[src/rtl/pc_pkg.sv]
// rtl/pc_pkg.sv - shared types and default constants for the next-PC generator
// Purpose: state encoding for the next-PC FSM and default address/increment values.
// Contents: pc_state_e (ST_BOOT, ST_RUN, ST_PEND), DEF_RESET_PC, DEF_EXC_PC, DEF_INC.
package pc_pkg;

   typedef enum logic [1:0] {
      ST_BOOT = 2'd0,
      ST_RUN  = 2'd1,
      ST_PEND = 2'd2
   } pc_state_e;

   localparam logic [31:0] DEF_RESET_PC = 32'h0000_0000;
   localparam logic [31:0] DEF_EXC_PC   = 32'h0000_0080;
   localparam logic [31:0] DEF_INC      = 32'd4;

endpackage

[src/rtl/pc_target_sel.sv]
// rtl/pc_target_sel.sv - redirect target priority select and alignment check
// Purpose: combinational choice of the redirect target (jump over branch) and of the
//   target actually applied to the PC (new request, else the held pending target).
// Config macro: PC_ALIGN_CHECK_EN - misaligned applied targets are replaced by EXC_PC.
// Ports:
//   jump, jump_target        - unconditional redirect request and destination
//   branch_taken, branch_target - taken branch and destination
//   pend_target              - target held from an earlier stalled redirect
//   redirect                 - any redirect requested this cycle
//   new_target               - priority-selected target of this cycle's request
//   apply_target             - target to drive onto PCNext when a redirect is applied
//   misaligned               - apply_target was substituted by EXC_PC (0 when check is off)
module pc_target_sel
   import pc_pkg::*;
#(
   parameter logic [31:0] EXC_PC = DEF_EXC_PC
) (
   input  logic        jump,
   input  logic [31:0] jump_target,
   input  logic        branch_taken,
   input  logic [31:0] branch_target,
   input  logic [31:0] pend_target,
   output logic        redirect,
   output logic [31:0] new_target,
   output logic [31:0] apply_target,
   output logic        misaligned
);

   logic [31:0] raw_target;

   assign redirect   = jump | branch_taken;
   assign new_target = jump ? jump_target : branch_target;
   // A fresh request in the release cycle beats the held target.
   assign raw_target = redirect ? new_target : pend_target;

`ifdef PC_ALIGN_CHECK_EN
   // Checked at application time so a misaligned target may sit in pend_target harmlessly.
   assign misaligned   = (raw_target[1:0] != 2'b00);
   assign apply_target = misaligned ? EXC_PC : raw_target;
`else
   logic unused_exc_pc;
   assign unused_exc_pc = ^EXC_PC;
   assign misaligned    = 1'b0;
   assign apply_target  = raw_target;
`endif

endmodule

[src/rtl/pc_next_logic.sv]
// rtl/pc_next_logic.sv - next-PC generator with boot, redirect, stall and pending redirect
// Purpose: drives PCNext for the program counter register, holding a redirect that arrives
//   during a stall until the stall releases, and flags wrong-path fetches via Squash.
// Config macro: PC_ALIGN_CHECK_EN - misaligned targets vector to EXC_PC and pulse AlignErr.
// Ports:
//   Clk, Rst_n           - clock (rising edge), asynchronous active-low reset
//   PCResult             - current PC from the program counter register
//   Stall                - hold the PC
//   Jump, JumpTarget     - unconditional redirect (higher priority)
//   BranchTaken, BranchTarget - taken branch redirect
//   PCNext               - next PC (combinational)
//   Squash               - discard the instruction currently in IF
//   RedirectPending      - a stalled redirect is being held
//   AlignErr             - registered one-cycle pulse after a misaligned redirect is applied
module pc_next_logic
   import pc_pkg::*;
#(
   parameter logic [31:0] RESET_PC = DEF_RESET_PC,
   parameter logic [31:0] EXC_PC   = DEF_EXC_PC,
   parameter logic [31:0] INC      = DEF_INC
) (
   input  logic        Clk,
   input  logic        Rst_n,
   input  logic [31:0] PCResult,
   input  logic        Stall,
   input  logic        Jump,
   input  logic [31:0] JumpTarget,
   input  logic        BranchTaken,
   input  logic [31:0] BranchTarget,
   output logic [31:0] PCNext,
   output logic        Squash,
   output logic        RedirectPending,
   output logic        AlignErr
);

   pc_state_e   state, state_nxt;
   logic [31:0] pend_target, pend_target_nxt;
   logic        redirect;
   logic [31:0] new_target;
   logic [31:0] apply_target;
   logic        misaligned;
   logic        apply;

   pc_target_sel #(
      .EXC_PC (EXC_PC)
   ) u_target_sel (
      .jump          (Jump),
      .jump_target   (JumpTarget),
      .branch_taken  (BranchTaken),
      .branch_target (BranchTarget),
      .pend_target   (pend_target),
      .redirect      (redirect),
      .new_target    (new_target),
      .apply_target  (apply_target),
      .misaligned    (misaligned)
   );

   always_comb begin
      state_nxt       = state;
      pend_target_nxt = pend_target;
      PCNext          = PCResult + INC;
      Squash          = 1'b0;
      apply           = 1'b0;
      case (state)
         ST_BOOT: begin
            PCNext    = RESET_PC;
            Squash    = 1'b1;
            state_nxt = ST_RUN;
         end
         ST_RUN: begin
            if (redirect && !Stall) begin
               PCNext = apply_target;
               Squash = 1'b1;
               apply  = 1'b1;
            end else if (redirect) begin
               // Hold the PC and remember where to go once the stall clears.
               PCNext          = PCResult;
               pend_target_nxt = new_target;
               state_nxt       = ST_PEND;
            end else if (Stall) begin
               PCNext = PCResult;
            end
         end
         ST_PEND: begin
            if (Stall) begin
               PCNext = PCResult;
               if (redirect) begin
                  pend_target_nxt = new_target;
               end
            end else begin
               PCNext    = apply_target;
               Squash    = 1'b1;
               apply     = 1'b1;
               state_nxt = ST_RUN;
            end
         end
         default: begin
            PCNext    = RESET_PC;
            Squash    = 1'b1;
            state_nxt = ST_BOOT;
         end
      endcase
   end

   always_ff @(posedge Clk or negedge Rst_n) begin
      if (!Rst_n) begin
         state       <= ST_BOOT;
         pend_target <= 32'h0;
      end else begin
         state       <= state_nxt;
         pend_target <= pend_target_nxt;
      end
   end

   assign RedirectPending = (state == ST_PEND);

`ifdef PC_ALIGN_CHECK_EN
   logic align_err;

   always_ff @(posedge Clk or negedge Rst_n) begin
      if (!Rst_n) begin
         align_err <= 1'b0;
      end else begin
         align_err <= apply & misaligned;
      end
   end

   assign AlignErr = align_err;
`else
   logic unused_align;
   assign unused_align = apply ^ misaligned;
   assign AlignErr     = 1'b0;
`endif

endmodule

[config.mk]
export PLATFORM = sky130hd
export DESIGN_NAME = pc_next_logic
export DESIGN_NICKNAME = d
export VERILOG_FILES = /design/src/rtl/pc_pkg.sv /design/src/rtl/pc_target_sel.sv /design/src/rtl/pc_next_logic.sv
export SDC_FILE = /design/constraint.sdc
export NUM_CORES = 1
export LEC_CHECK = 0
export ABC_AREA = 1
export ABC_CLOCK_PERIOD_IN_PS = 1700
export BUFFER_PORTS_ARGS = -buffer_cell sky130_fd_sc_hd__buf_2
export CORE_MARGIN = 4
export CORE_UTILIZATION = 40
export CTS_CLUSTER_DIAMETER = 60
export CTS_CLUSTER_SIZE = 10
export DETAILED_ROUTE_END_ITERATION = 10
export PLACE_DENSITY = 0.69
export SETUP_SLACK_MARGIN = 0.4
export SLEW_MARGIN = 25
export SYNTH_ARGS = -nofsm -noshare
export SYNTH_HDL_FRONTEND = slang
export SYNTH_HIERARCHICAL = 1
export SYNTH_SLANG_ARGS = --single-unit
[constraint.sdc]
create_clock -name Clk -period 1.7 [get_ports Clk]
set_input_delay 0.085 -clock Clk [delete_from_list [all_inputs] [get_ports Clk]]
set_output_delay 0.085 -clock Clk [all_outputs]
set_load 0.1 [all_outputs]
# Word level (Yosys, flattened, before mapping)
# Index checks and enable logic that the tools add are counted.
# Widths: inputs -> output; s select.
op_classes:
  eq_ne: 6
  n_mux: 17
  reduce_logical: 6
  bitwise: 1
  n_addsub: 1
ops:
  columns: ["op", "count"]
  rows:
  - ["$mux 32", 8]
  - ["$pmux 32 s2", 2]
  - ["$add 32x3->32 const B", 1]
  - ["$ne 2x2->1 const B", 4]
  - ["$mux 2", 3]
  - ["$pmux 2 s3", 1]
  - ["$reduce_and 3->1", 2]
  - ["$eq 2x1->1 const B", 1]
  - ["$eq 2x2->1 const B", 1]
  - ["$logic_not 2->1", 1]
  - ["$mux 1", 2]
  - ["$pmux 1 s2", 1]
  - ["$reduce_bool 2->1", 1]
  - ["$logic_and 1x1->1", 1]
  - ["$logic_not 1->1", 1]
  - ["$or 1x1->1", 1]
word_totals:
  register_bits: 34
  wordCells: 33
  out_inout_bits: 35
  input_bits: 101

# Longest topological paths before layout
logic_depth:
  ltp_word: 5
  depth_mapped: 14
  ltp_nobuf: 12

# By module
# Netlist, hierarchy kept.
modules_own_cells:
  columns: ["mod", "area_each_um2", "n_inst", "seq_area_each_um2", "cells_each"]
  rows:
  - ["pc_next_logic", 3041.7, 1, 850.8, 418]
  - ["pc_target_sel", 888.4, 1, 0.0, 210]

# Worst setup path after synthesis
# Ideal clock, no wire load.
synth_timing:
  path_type: "reg-to-output"
  from: "register state[0]"
  to: "output port PCNext[8]"
  t_required_ps: 1615
  n_path_buf: 1
  path_stages_with_launch: 8
  slack_ps: -1995
  t_arrival_ps: 3610
  cell_sequence: "dfrtp_1 > inv_1 > ha_1 > nand2_1 > nand2_2 > buf_4 > o211ai_1 > a21oi_1"
synth_between:
  elab_chain_cells: 2
  word_cells_on_any_way: 3
  cone_classes: "eq/ne (2); mux (1)"
synth_lines:
  columns: ["item", "line", "rtl"]
  rows:
  - ["start: declaration", "pc_next_logic.sv:36", "pc_state_e state, state_nxt;"]
  - ["start signal: assignment", "pc_next_logic.sv:110", "state <= state_nxt;"]
  - ["$eq 2x2->1", null, null]
  - ["named net RedirectPending", "pc_next_logic.sv:32", "output logic RedirectPending,"]
  - ["$pmux 32 s2", "pc_next_logic.sv:64", "case (state)"]
  - ["end: declaration", "pc_next_logic.sv:30", "output logic [31:0] PCNext,"]
# The timed path passes the listed nets, and every way through them passes these cells.

# Worst setup path after layout
layout_timing:
  from: "register state[0]"
  to: "output port PCNext[6]"
layout_between:
  elab_chain_cells: 2
  word_cells_on_any_way: 3
  cone_classes: "eq/ne (2); mux (1)"
layout_lines:
  columns: ["item", "line"]
  rows:
  - ["$eq 2x2->1 / $eq 2x1->1 (equally long branches)", null]
  - ["$pmux 32 s2 (*)", "pc_next_logic.sv:64"]
# Mark *: on every way between the ends. The rest lies on a longest branch, timed or not.

==> impl_results.md <==
- Worst r2r dst: pend_target[29]$_DFFE_PN0P_
- Syn Inst Count: 626
- Number of diodes: 0
- Clock skew: 0.0132 ns
- Final min period: 2.09 ns
- Core ar.: 9370 um2
- Lkg Pwr: 0.00320 uW
- CTS Buf Count: 5
- CP max FO: 7
- Port bufs: 134
- Inst Count DP: 907
- Rows: 35
- Initial antenna violation count: 0
- Final nets: 909
- Max-slew violation count: 0
- Routed vias/inst: 5.26
- Total wire length: 14.9 mm
- DRT iter0 DRCs: 334
- RSZ-0062 raised after global routing: yes
- R2r startpoint: state[1]$_DFFE_PN0P_
- Pre-Repair DR Iteration Count: 5
- Worst slew margin: 44.5%
- Min-delay src: BranchTarget[12]
- Clock Latency Late Sink: 0.30 ns
- Post-route clock period utilization: 123%
- Setup crit start kind: flip-flop
- Max cap viols: 0
- Min-Delay Path Depth: 4
- Violated checks: negative setup slack
- Most frequent cells in the layout: 269 x nand2_1, 100 x buf_2, 41 x buf_12
- WL/cell: 16.0 um
- Status: complete, but fails checks
- Critical Path RT: 1.62 ns
- DR vias: 4905
- Vias in the first global route: 4535
- Layout cell share with drive strength beyond 1: 44.7%
- Synthesis warning total: 6
- Detailed placement HPWL: 11.0 mm
- Commonest non-fill, non-tap cell in the layout: nand2_1
- Area grow syn2layout: 66.1%
- Syn nets: 732
- Worst Setup End Kind: output pin
- Worst-margin pin slew: 0.833 ns
- Maximum VDD drop: 0.00179 V
- DRT antenna net count: 0
- Routability Congestion: 0.938
- CTS HTree Levels: 2
- PwrDens: 1640 nW/um2
- Worst Hold Path EP: pend_target[12]$_DFFE_PN0P_
- Root buf cell: clkbuf_8
- Global route overflow: 0
- DIE WIDTH: 107 um
- First-pass GRT wire length: 22.1 mm
- FILL cells: 765
- Overall die area: 11400 um2
- Clock Tree Buf Depth: 2
- Post-Syn Area: 3920 um2
- CTS tree: built
- FF-to-FF path depth: 7
- Syn Area/Cell: 6.26 um2
- WP data arrival: 2.01 ns
- Placed Area: 5830 um2
- Fmax: 0.478 GHz
- Design Area, Final: 6510 um2
- Clock net sink count: 34
- Initial Util: 41.8%
- Non-Filler Instances: 933
- Final setup margin: -0.392 ns
- Fin. Hold Viols: 0
- Worst-path clk slew: 0.09 ns
- Total track usage: 23.9%
- Setup violators final: 65
- Hold crit path type: in2reg
- Reg-to-reg setup timing slack: -0.12 ns
- I/O pin total: 136
- Largest net degree at the start of global routing: 35
- Worst Setup Path Type: reg2out
- Residual DRC: 0
- Die H: 107 um
[how the worst max path moves through the flow]
stage,cells after the start,start,endpoint
after CTS,10,state[0]$_DFFE_PN0P_,PCNext[26]
after detailed placement,9,state[1]$_DFFE_PN0P_,PCNext[16]
after global placement,9,state[1]$_DFFE_PN0P_,PCNext[16]
after floorplan,9,state[0]$_DFFE_PN0P_,PCNext[12]
final,11,state[0]$_DFFE_PN0P_,PCNext[6]
after global routing,11,state[1]$_DFFE_PN0P_,PCNext[6]
[per-layer routing]
layer,GRT usage (%),share of wire (%),vias up
met4,4.20,1.2,0
met5,0,0,-
met2,40.6,49,216
met3,2.89,7.4,18
li1,-,-,2371
met1,33.0,42,2300
[what timing repair did]
action	in CTS	in global routing
endpoints found under the setup margin	68	68
gates resized for setup	35	60
hold endpoints to repair	34	0
hold buffers	1	0
setup buffers	4	8
pin swaps	13	33
gates cloned	2	3
[per-stage QoR]
| stage | hold slack [ns] | setup WS, ns | utilization (%) | power [uW] | setup TNS, ns |
|---|---|---|---|---|---|
| 6_report | 0.119 | -0.392 | 69.4 | 10700 | -13.52 |
| 5_1_grt | 0.155 | -0.439 | 69.4 | 11100 | -15.54 |
| 4_1_cts | 0.123 | -0.330 | 65.5 | 10000 | -10.55 |
| 3_5_place_dp | 0.224 | -0.128 | 62.2 | 9000 | -3.07 |
| 3_3_place_gp | 0.210 | -0.0784 | 62.2 | 8900 | -2.29 |
| 2_1_floorplan | -0.211 | -0.384 | - | 6590 | -10.29 |
[registers in the layout (all words and copies together) (netlist names)]
register and flops:
state 2, pend_target 32
[critical path, cell delays in order, from the launching register on]
cell and delay (ns):
dfrtp_2 0.46, inv_2 0.09, ha_4 0.16, inv_2 0.05, nor2_4 0.11, inv_4 0.06
nand2_8 0.12, buf_12 0.16, nand2_1 0.06, o21a_1 0.13, nor2_4 0.12, buf_12 0.18
[final cells by class]
| class | count | area [um2] | area share (%) |
|---|---|---|---|
| clock buffers | 7 | 86.3 | 1.33 |
| clock inverters | 1 | 5.00 | 0.0769 |
| flip-flops and latches | 34 | 852 | 13.1 |
| well taps | 129 | 161 | 2.48 |
| inverters | 53 | 235 | 3.61 |
| multi-input cells | 512 | 3270 | 50.2 |
| repair buffers | 197 | 1900 | 29.2 |
[where the power goes]
| part | leakage, uW | internal, uW | switching, uW |
|---|---|---|---|
| logic | 0.00274 | 3360 | 5240 |
| registers | 0.000411 | 1220 | 220 |
| clock network | 0.0000482 | 328 | 337 |
| total | 0.00320 | 4900 | 5800 |
(Power assumes the default switching activity.)
